**src/rtl/cpu_pkg.sv**
```systemverilog
// rtl/cpu_pkg.sv - shared CPU widths, ALU opcodes, operand-select encodings and decode helpers
package cpu_pkg;

    localparam int CPU_DATA_W = 32;
    localparam int CPU_REG_W  = 5;

    // ALU opcodes driven on aluc
    localparam logic [3:0] ALUC_ADD  = 4'b0000;
    localparam logic [3:0] ALUC_SUB  = 4'b0001;
    localparam logic [3:0] ALUC_AND  = 4'b0100;
    localparam logic [3:0] ALUC_OR   = 4'b0101;
    localparam logic [3:0] ALUC_XOR  = 4'b0110;
    localparam logic [3:0] ALUC_NOR  = 4'b0111;
    localparam logic [3:0] ALUC_LUI  = 4'b1000;
    localparam logic [3:0] ALUC_SLT  = 4'b1010;
    localparam logic [3:0] ALUC_SLTU = 4'b1011;
    localparam logic [3:0] ALUC_SRA  = 4'b1100;
    localparam logic [3:0] ALUC_SRL  = 4'b1101;
    localparam logic [3:0] ALUC_SLL  = 4'b1110;

    // Operand-select encodings
    localparam logic SEL1_RS    = 1'b0;
    localparam logic SEL1_SHAMT = 1'b1;
    localparam logic SEL2_RT    = 1'b0;
    localparam logic SEL2_IMM   = 1'b1;

    // An instruction reads rs only when alu1 takes the register operand
    function automatic logic f_uses_rs(input logic alu1_sel);
        return alu1_sel == SEL1_RS;
    endfunction

    // Stores read rt as write data even when alu2 takes the immediate
    function automatic logic f_uses_rt(input logic alu2_sel, input logic mem_wr);
        return (alu2_sel == SEL2_RT) || mem_wr;
    endfunction

endpackage

```
**src/rtl/fwd_mux.sv**
```systemverilog
// rtl/fwd_mux.sv - per-operand bypass select: EX/MEM over MEM/WB over held register data
module fwd_mux #(
    parameter int DATA_W = 32,
    parameter int REG_W  = 5
) (
    input  logic [REG_W-1:0]  i_addr,
    input  logic [DATA_W-1:0] i_held,
    input  logic              i_exm_en,
    input  logic [REG_W-1:0]  i_exm_addr,
    input  logic [DATA_W-1:0] i_exm_data,
    input  logic              i_mwb_en,
    input  logic [REG_W-1:0]  i_mwb_addr,
    input  logic [DATA_W-1:0] i_mwb_data,
    output logic [DATA_W-1:0] o_data
);

    // $0 is hardwired zero, so writes targeting it must never be bypassed
    always_comb begin
        o_data = i_held;
        if (i_addr != '0) begin
            if (i_exm_en && (i_exm_addr == i_addr)) begin
                o_data = i_exm_data;
            end else if (i_mwb_en && (i_mwb_addr == i_addr)) begin
                o_data = i_mwb_data;
            end
        end
    end

endmodule

```
**src/rtl/id_ex_stage.sv**
```systemverilog
// rtl/id_ex_stage.sv - ID/EX register with forwarding, load-use bubble, back-pressure and flush
module id_ex_stage
    import cpu_pkg::*;
#(
    parameter int DATA_W = CPU_DATA_W,
    parameter int REG_W  = CPU_REG_W
) (
    input  logic              clk,
    input  logic              rst_n,
    input  logic              id_valid,
    output logic              id_ready,
    input  logic [3:0]        id_aluc,
    input  logic [REG_W-1:0]  id_rs_addr,
    input  logic [REG_W-1:0]  id_rt_addr,
    input  logic [REG_W-1:0]  id_wb_addr,
    input  logic [DATA_W-1:0] id_rs_data,
    input  logic [DATA_W-1:0] id_rt_data,
    input  logic [DATA_W-1:0] id_imm,
    input  logic [4:0]        id_shamt,
    input  logic              id_alu1_sel,
    input  logic              id_alu2_sel,
    input  logic              id_wb_en,
    input  logic              id_mem_rd,
    input  logic              id_mem_wr,
    input  logic              ex_ready,
    input  logic              flush,
    input  logic              exm_wb_en,
    input  logic [REG_W-1:0]  exm_wb_addr,
    input  logic [DATA_W-1:0] exm_result,
    input  logic              mwb_wb_en,
    input  logic [REG_W-1:0]  mwb_wb_addr,
    input  logic [DATA_W-1:0] mwb_data,
    output logic              ex_valid,
    output logic [DATA_W-1:0] alu1,
    output logic [DATA_W-1:0] alu2,
    output logic [3:0]        ex_aluc,
    output logic [DATA_W-1:0] ex_store_data,
    output logic [REG_W-1:0]  ex_wb_addr,
    output logic              ex_wb_en,
    output logic              ex_mem_rd,
    output logic              ex_mem_wr,
    output logic              load_use_stall
);

    logic              r_valid;
    logic [3:0]        r_aluc;
    logic [REG_W-1:0]  r_rs_addr;
    logic [REG_W-1:0]  r_rt_addr;
    logic [DATA_W-1:0] r_rs_data;
    logic [DATA_W-1:0] r_rt_data;
    logic [DATA_W-1:0] r_imm;
    logic [4:0]        r_shamt;
    logic              r_alu1_sel;
    logic              r_alu2_sel;
    logic [REG_W-1:0]  r_wb_addr;
    logic              r_wb_en;
    logic              r_mem_rd;
    logic              r_mem_wr;

    logic              w_adv;
    logic              w_load_in_ex;
    logic              w_rs_dep;
    logic              w_rt_dep;
    logic              w_hazard;
    logic [DATA_W-1:0] w_fwd_rs;
    logic [DATA_W-1:0] w_fwd_rt;

    // The register may advance whenever its current content is empty or being accepted
    assign w_adv = !r_valid || ex_ready;

    // A load still in EX cannot supply its data to the instruction being offered in ID
    assign w_load_in_ex = r_valid && r_mem_rd && r_wb_en && (r_wb_addr != '0) && id_valid;
    assign w_rs_dep     = f_uses_rs(id_alu1_sel) && (id_rs_addr == r_wb_addr);
    assign w_rt_dep     = f_uses_rt(id_alu2_sel, id_mem_wr) && (id_rt_addr == r_wb_addr);
    assign w_hazard     = w_load_in_ex && (w_rs_dep || w_rt_dep);

    assign load_use_stall = w_hazard && w_adv && !flush;
    assign id_ready       = w_adv && (flush || !w_hazard);

    fwd_mux #(.DATA_W(DATA_W), .REG_W(REG_W)) u_fwd_rs (
        .i_addr     (r_rs_addr),
        .i_held     (r_rs_data),
        .i_exm_en   (exm_wb_en),
        .i_exm_addr (exm_wb_addr),
        .i_exm_data (exm_result),
        .i_mwb_en   (mwb_wb_en),
        .i_mwb_addr (mwb_wb_addr),
        .i_mwb_data (mwb_data),
        .o_data     (w_fwd_rs)
    );

    fwd_mux #(.DATA_W(DATA_W), .REG_W(REG_W)) u_fwd_rt (
        .i_addr     (r_rt_addr),
        .i_held     (r_rt_data),
        .i_exm_en   (exm_wb_en),
        .i_exm_addr (exm_wb_addr),
        .i_exm_data (exm_result),
        .i_mwb_en   (mwb_wb_en),
        .i_mwb_addr (mwb_wb_addr),
        .i_mwb_data (mwb_data),
        .o_data     (w_fwd_rt)
    );

    // Flush and load-use both insert a bubble; while stalled, operands re-latch their bypassed value
    always_ff @(posedge clk or negedge rst_n) begin
        if (!rst_n) begin
            r_valid    <= 1'b0;
            r_aluc     <= '0;
            r_rs_addr  <= '0;
            r_rt_addr  <= '0;
            r_rs_data  <= '0;
            r_rt_data  <= '0;
            r_imm      <= '0;
            r_shamt    <= '0;
            r_alu1_sel <= 1'b0;
            r_alu2_sel <= 1'b0;
            r_wb_addr  <= '0;
            r_wb_en    <= 1'b0;
            r_mem_rd   <= 1'b0;
            r_mem_wr   <= 1'b0;
        end else if (w_adv) begin
            if (flush || w_hazard) begin
                r_valid  <= 1'b0;
                r_wb_en  <= 1'b0;
                r_mem_rd <= 1'b0;
                r_mem_wr <= 1'b0;
            end else begin
                r_valid    <= id_valid;
                r_aluc     <= id_aluc;
                r_rs_addr  <= id_rs_addr;
                r_rt_addr  <= id_rt_addr;
                r_rs_data  <= id_rs_data;
                r_rt_data  <= id_rt_data;
                r_imm      <= id_imm;
                r_shamt    <= id_shamt;
                r_alu1_sel <= id_alu1_sel;
                r_alu2_sel <= id_alu2_sel;
                r_wb_addr  <= id_wb_addr;
                r_wb_en    <= id_wb_en;
                r_mem_rd   <= id_mem_rd;
                r_mem_wr   <= id_mem_wr;
            end
        end else begin
            r_rs_data <= w_fwd_rs;
            r_rt_data <= w_fwd_rt;
        end
    end

    assign alu1          = (r_alu1_sel == SEL1_SHAMT) ? {{(DATA_W-5){1'b0}}, r_shamt} : w_fwd_rs;
    assign alu2          = (r_alu2_sel == SEL2_IMM) ? r_imm : w_fwd_rt;
    assign ex_store_data = w_fwd_rt;
    assign ex_valid      = r_valid;
    assign ex_aluc       = r_aluc;
    assign ex_wb_addr    = r_wb_addr;
    assign ex_wb_en      = r_wb_en;
    assign ex_mem_rd     = r_mem_rd;
    assign ex_mem_wr     = r_mem_wr;

endmodule

```
**config.mk**
```make
export PLATFORM = sky130hd
export DESIGN_NAME = id_ex_stage
export DESIGN_NICKNAME = d
export VERILOG_FILES = /design/src/rtl/cpu_pkg.sv /design/src/rtl/fwd_mux.sv /design/src/rtl/id_ex_stage.sv
export SDC_FILE = /design/constraint.sdc
export NUM_CORES = 1
export LEC_CHECK = 0
export BUFFER_PORTS_ARGS = -buffer_cell sky130_fd_sc_hd__buf_2
export CORE_MARGIN = 10
export CORE_UTILIZATION = 39
export DETAILED_ROUTE_END_ITERATION = 8
export GPL_TIMING_DRIVEN = 0
export PLACE_DENSITY = 0.74
export SYNTH_ARGS = -nofsm -noshare
export SYNTH_HDL_FRONTEND = slang
export SYNTH_SLANG_ARGS = --single-unit
```
**constraint.sdc**
```tcl
create_clock -name clk -period 2.5 [get_ports clk]
set_input_delay 0.5 -clock clk [delete_from_list [all_inputs] [get_ports clk]]
set_output_delay 0.5 -clock clk [all_outputs]
set_load 0.01 [all_outputs]
```
==> metrics.md, run 1 <==
| Metric | Value |
|---|---|
| Placed instance count | 1,599 |
| Routed via count | 11,000 |
| Slowest library cell on the worst path | dfrtp_2 |
| Core ar. | 21,900 µm² |
| Final ANT Viol Nets | 0 |
| Violated checks | setup timing |
| Fillers | 1,846 |
| PortBufs | 316 |
| Worst-path clk slew | 0.06 ns |
| Worst Path Arrival | 2.75 ns |
| Crit path time final | 3.25 ns |
| Die H | 170 µm |
| Hold_buf cts | 0 |
| Fin cells | 1,692 |
| Max-cap violations | 0 |
| Die width | 170 µm |
| Hold crit path type | in2async |
| Endpoints failing hold | 0 |
| Startpoint types | flop |
| CP endpoint kind | output pin |
| Tightest Pin Transition | 1.16 ns |
| Clock latency at the later pin of the worst-skew pair | 0.44 ns |
| Synthesized flop and latch total | 126 |
| Post-route setup slack | -0.748 ns |
| Relative slew slack | 22.9% |
| CP Cell Sequence | xnor2_2, nand4_1, buf_4, o211ai_1, buf_4, clkbuf_8, o22ai_1, a221oi_2, buf_2 |
| Vias in the first global route | 10,800 |
| H-tree levels | 4 |
| DR WL/cell | 27.5 µm |
| First-pass GRT wire length | 65,600 µm |
| Final net count | 1,602 |
| Pwr dens | 600 nW/µm² |
| Dpl ws | -1.01 ns |
| Crit path kind | reg2out |
| Root Driver | clkbuf_16 |
| Number of I/O pins | 317 |
| Fin. max-slew vios | 0 |
| First-pass detailed-route iteration total | 5 |
| Period Utilization, post-route | 130% |
| Slowest Stage Delay on Critical Path | 0.44 ns |
| Yosys cell types | 56 |
| Total power draw | 8110 µW |
| Starting density of the core | 39.9% |
| CTS tree | built |
| Site Rows | 54 |
| Clock skew | 0.00755 ns |
| GPL Wtd Cong | 0.974 |
| Outcome | finished, violations left |
| Post-synth ARST share | 100% |
| Leak Pwr | 0.00572 µW |
| GRT overflow | 0 |
| Cell count after synthesis | 1,002 |
| Mean post-synth cell area | 8.71 µm² |
| Clk sinks | 126 |
| Post-synth net total | 1,208 |
| Routed vias/inst | 6.50 |
| Hold slack | 0.0870 ns |
| Die area | 28,800 µm² |
| Max Root-Sink Buffers | 2 |
| Post-DP HPWL | 33,300 µm |
| RSZ-0062 raised after global routing | true |
| DRC Markers | 0 |
| Largest net degree at the start of global routing | 68 |
| Cell mode on critical path | buf_4 |
| Commonest cells after routing, fill and taps aside | buf_2, nand2_1, dfrtp_1 |
| Final setup violation count | 219 |
| Most used DFF post-synth | dfrtp_1 |
| VDD IR max | 553 µV |
| Multi-input logic area | 6110 µm² |
| DRT iter0 DRCs | 1,228 |
| Yosys warnings | 0 |
| Layout area overhead | 54.9% |
| TritonCTS Buffers | 17 |
| CP Data Required Time | 2.00 ns |
| GRT Total Usage | 29.7% |
| Initial antenna violation count | 2 |
| Fraction of layout cells with a size suffix above 1 | 48.8% |
| Post-synth EDFFs | 0 |
| Crit Path Max Fanout | 5 |
| Final wirelength | 46,600 µm |
| Post-Syn Area | 8720 µm² |
| Peak Freq | 308 MHz |
| Register area share after synthesis | 36.1% |
| Commonest non-fill, non-tap cell in the layout | buf_2 |
| Register area | 3170 µm² |
-- cell usage after synthesis (all sizes together) (2+ instances only) --
library cell,count,area (µm²)
nor3,4,30.0
a32oi,32,280
xnor2,29,254
o22a,27,236
and4,4,37.5
or4,2,15.0
mux2,58,653
nand4,5,31.3
o211ai,99,743
o2111ai,3,26.3
o311ai,26,228
nand2,135,507
nand3,37,185
dfrtp,126,3150
o41ai,5,43.8
nor4,3,33.8
a21oi,39,199
o22ai,30,188
buf,33,194
o32ai,2,25.0
inv,64,240
nor2,7,33.8
and2,4,25.0
a2111oi,2,42.5
clkbuf,66,248
a21o,6,45.0
a221oi,26,228
o21ai,77,389
nand2b,6,37.5
a211oi,3,22.5
a22oi,33,262
-- flip-flops by register name, summed over array words and instances (netlist names), 4 cells and up --
| signal | cells |
|---|---|
| ex_wb_addr | 5 |
| r_imm | 32 |
| ex_aluc | 4 |
| r_rt_data | 32 |
| r_rt_addr | 5 |
| r_shamt | 5 |
| r_rs_addr | 5 |
| r_rs_data | 32 |
-- path summary, 6_finish.rpt --
path,cells after the start,endpoint,start,slack [ns]
max in group asynchronous,2,r_imm[10],rst_n,1.63
hold reg to reg,2,ex_mem_rd,ex_mem_rd,0.50
setup / recovery,9,alu1[24],r_rs_addr[0],-0.75
min in group clk,2,ex_aluc[1],id_aluc[1],0.28
hold / removal,1,r_shamt[1],rst_n,0.09
setup reg to reg,11,r_imm[20],ex_wb_addr[2],-0.23
-- stage by stage --
step / setup TNS (ns) / util, % / cell area, µm²
4_1_cts: -56.66 / 56.1 / 12300
3_3_place_gp: -215.11 / 48.8 / 10700
6_report: -76.90 / 61.7 / 13500
2_1_floorplan: -0.164 / - / 8750
3_5_place_dp: -94.25 / 48.9 / 10700
5_1_grt: -89.85 / 61.7 / 13500
-- layout make-up --
type	instances	share of cell area, %
Multi-Input combinational cell	713	45.2
Sequential cell	126	23.4
Timing Repair Buffer	381	17.5
Buffer	93	4.96
Clock buffer	22	3.43
Tap cell	280	2.59
Inverter	64	1.80
Clock inverter	10	1.02
Antenna cell	3	0.0556
-- power breakdown --
group | switching (µW) | internal, µW | total, µW
clock | 1010 | 1620 | 2630
sequential | 188 | 2320 | 2510
combinational | 1690 | 1280 | 2970
-- timing repair --
action / 4_1_cts / 5_1_grt
hold endpoints to repair: 0 / 0
gates cloned: 2 / 2
pin swaps: 43 / 67
setup endpoints to repair: 202 / 176
gates resized for setup: 177 / 228
buffers inserted: 32 / 31
-- layer usage --
metal / up-vias / GRT usage (%) / share of wire (%)
met1: 5405 / 37.0 / 38
met2: 798 / 46.5 / 46
met3: 145 / 8.85 / 12
li1: 4652 / - / -
met5: - / 0 / 0
met4: 0 / 13.0 / 4.4
-- critical path: cells and delay by family (launching register included) --
| family | cells | cell delay [ns] |
|---|---|---|
| xor gates and xnor gates | 1 | 0.20 |
| AOI/OAI and AO/OA | 3 | 0.70 |
| buffers and inverters | 4 | 0.82 |
| and+or+nand+nor | 1 | 0.15 |
| DFF | 1 | 0.44 |
-- logic make-up (layout without fill, tap and decap cells) --
kind of cell / count (synthesis) / after routing / synth area share [%]
other: 0 / 3 / 0
buffers and inverters: 163 / 570 / 7.82
AO/OA/AOI/OAI: 416 / 416 / 34.7
XOR/XNOR: 30 / 30 / 3.01
AND/OR/NAND/NOR: 209 / 209 / 10.9
flip-flops: 126 / 126 / 36.1
multiplexers: 58 / 58 / 7.49
(Power assumes the default switching activity.)
==> run 2, diff against run 1 <==
--- a/config.mk
+++ b/config.mk
@@ -5,12 +5,13 @@
 export SDC_FILE = /design/constraint.sdc
 export NUM_CORES = 1
 export LEC_CHECK = 0
-export BUFFER_PORTS_ARGS = -buffer_cell sky130_fd_sc_hd__buf_2
+export ABC_AREA = 1
 export CORE_MARGIN = 10
 export CORE_UTILIZATION = 39
 export DETAILED_ROUTE_END_ITERATION = 8
+export DONT_BUFFER_PORTS = 1
 export GPL_TIMING_DRIVEN = 0
-export PLACE_DENSITY = 0.74
+export PLACE_DENSITY = 0.62
 export SYNTH_ARGS = -nofsm -noshare
 export SYNTH_HDL_FRONTEND = slang
 export SYNTH_SLANG_ARGS = --single-unit
==> metrics.md, run 2 <==
| Metric | Value |
|---|---|
| Outcome | finished, violations left |
| Violated checks | hold timing, setup timing |
| Commonest non-fill, non-tap cell in the layout | nand2_1 |
| Most used DFF post-synth | dfrtp_1 |
| Worst R2R Path Depth | 10 |
| Starting density of the core | 39.7% |
| Period Utilization, post-route | 108% |
| Post-route setup slack | -0.194 ns |
| Most frequent cell after synthesis | nand2_1 |
| Vias in the first global route | 9,592 |
| Clock latency at the later pin of the worst-skew pair | 0.43 ns |
| Worst-path clk slew | 0.07 ns |
| Crit Path Max Fanout | 8 |
| Max Root-Sink Buffers | 2 |
| GRT Total Usage | 26.6% |
| GRT overflow | 0 |
| Crit path time final | 2.69 ns |
| Endpoints failing hold | 126 |
| CP endpoint kind | output pin |
| Relative slew slack | 48.4% |
| First-pass GRT wire length | 59,000 µm |
| Yosys warnings | 0 |
| RSZ-0062 raised after global routing | true |
| Final wirelength | 41,800 µm |
| Fraction of layout cells with a size suffix above 1 | 36.5% |
| Biggest regs | r_imm: 32 flops, r_rs_data: 32 flops, r_rt_data: 32 flops |
| Die area | 29,500 µm² |
| Final net count | 1,723 |
| Final ANT Viol Nets | 0 |
| Number of I/O pins | 317 |
| Site Rows | 55 |
| Post-synth net total | 1,648 |
| CTS tree | built |
| Layout area overhead | 40.2% |
| Final setup violation count | 96 |
| Reg2reg end | r_rs_data[29] |
| DRT iter0 DRCs | 976 |
| Routed vias/inst | 5.65 |
| TritonCTS Buffers | 17 |
| Post-synth EDFFs | 0 |
| GPL Wtd Cong | 0.902 |
| Root Driver | clkbuf_16 |
| Post-DP HPWL | 30,600 µm |
| Slowest Stage Delay on Critical Path | 0.46 ns |
| Total power draw | 7990 µW |
| Die H | 172 µm |
| Post-Syn Area | 8990 µm² |
| Startpoint types | flop |
| Mean post-synth cell area | 6.23 µm² |
| H-tree levels | 4 |
| Setup Total Neg Slack | -10.89 ns |
| CP Cell Sequence | nand2_1, nand2_1, nor2_2, nand3_4, buf_6, nand2_4, nand2_8, clkbuf_16, nand2_2, nand2_2, nor2_4 |
| Hold crit path type | in2async |
| Register area share after synthesis | 35.1% |
| DRC Markers | 0 |
| Clock skew | 0.0122 ns |
| Crit path kind | reg2out |
| Tightest Pin Transition | 0.774 ns |
| Commonest cells after routing, fill and taps aside | nand2_1, nand3_1, inv_1 |
| Cell count after synthesis | 1,442 |
| CP Data Required Time | 2.00 ns |
| Max-cap violations | 0 |
| Leak Pwr | 0.00611 µW |
| Hold slack | -0.237 ns |
| Synth area leader | dfrtp_1 |
| Routed via count | 10,300 |
| Area contributors post-synth | dfrtp_1, nand2_1, nand3_1, nor2_1, inv_1 |
| First-pass detailed-route iteration total | 6 |
| Internal reg-to-reg setup slack | 0.31 ns |
| Die width | 172 µm |
| Worst r2r src | ex_wb_addr[2] |
| Pwr dens | 635 nW/µm² |
| Synthesized flop and latch total | 126 |
| PortBufs | 0 |
| DR WL/cell | 23.0 µm |
| Area fraction of the dominant cell type after synthesis | 35.1% |
| Slowest library cell on the worst path | dfrtp_2 |
| Initial antenna violation count | 6 |
| Post-route cell area | 12,600 µm² |
| Yosys cell types | 23 |
| Worst Path Arrival | 2.19 ns |
| Peak Freq | 371 MHz |
| Clk sinks | 126 |
| Fin. max-slew vios | 0 |
| Placement Cell Area | 9340 µm² |
| Post-synth ARST share | 100% |
| VDD IR max | 451 µV |
| Top cells by count, synth | nand2_1, nand3_1, nor2_1 |
| Largest net degree at the start of global routing | 127 |
| Core ar. | 22,600 µm² |
## run 2: cell count changes after synthesis, moves of 32 or more
cell      previous run  this run
a32oi_1             32         0
inv_1               63       130
nand4_1              5        64
nand3_1             37       237
o211ai_1            99         0
a22oi_1             32         0
mux2_2              53         0
a21oi_1             38         3
nand2_1            135       472
nor2_1               6       176
## run 2: where the power goes
part	switching [µW]	internal (µW)	leakage (µW)	total, µW
clock	1120	1510	0.000284	2620
combinational	1780	1050	0.00430	2830
sequential	209	2330	0.00154	2540
total	3110	4880	0.00611	7990
## run 2: area by class of cell
class,instances,area [µm²]
Sequential cell,126,3170
Antenna cell,3,7.51
Timing Repair Buffer,58,651
Buffer,95,778
Clock buffer,18,429
Inverter,139,528
Multi-Input combinational cell,1080,6510
Fill cell,2148,10000
Clock inverter,14,169
Tap cell,285,357
## run 2: how the worst max path moves through the flow
| stage | from | slack, ns | cells after the start | to |
|---|---|---|---|---|
| after detailed placement | ex_ready | -0.46 | 6 | id_ready |
| after global placement | ex_ready | -0.54 | 6 | id_ready |
| after CTS | r_rt_addr[4] | -0.14 | 12 | alu2[24] |
| final | r_rs_addr[3] | -0.19 | 11 | alu1[31] |
| after floorplan | exm_wb_addr[0] | 0.49 | 9 | ex_store_data[10] |
| after global routing | r_rt_addr[4] | -0.30 | 8 | alu2[27] |
## run 2: critical path, delay by kind of cell, from the launching register on
family	cells	cell delay, ns
simple gates	9	0.92
buf+inv	2	0.36
flops	1	0.46
## run 2: routing by layer
metal / global-route usage [%] / vias up / routed length, µm
met4: 8.40 / 8 / 1330
met1: 33.6 / 4923 / 16800
met3: 8.34 / 90 / 4070
met2: 42.5 / 480 / 19500
met5: 0 / - / 51
li1: - / 4766 / -
## run 2: cell families after synthesis
logic type                after synthesis  share of synthesized area (%)
xor gates and xnor gates                2                          0.195
buffers and inverters                 236                           11.9
DFF                                   126                           35.1
and+or+nand+nor                       996                           48.2
AOI/OAI and AO/OA                      82                           4.57
## run 2: metrics by stage
stage | setup slack, ns | std cells | utilization (%) | hold slack, ns
global route | -0.302 | 1817 | 55.6 | -0.260
finish | -0.194 | 1818 | 55.6 | -0.237
floorplan | 0.486 | 1442 | - | 0.204
detailed placement | -0.462 | 1727 | 41.3 | 0.211
global placement | -0.536 | 1727 | 41.3 | 0.210
CTS | -0.142 | 1786 | 48.9 | -0.253
## run 2: repair_timing
| item | 4_1_cts | 5_1_grt |
|---|---|---|
| resized for setup | 321 | 356 |
| pin swaps | 55 | 133 |
| setup buffers | 22 | 23 |
| hold endpoints to repair | 126 | 126 |
| gates cloned | 7 | 7 |
| endpoints found under the setup margin | 122 | 98 |
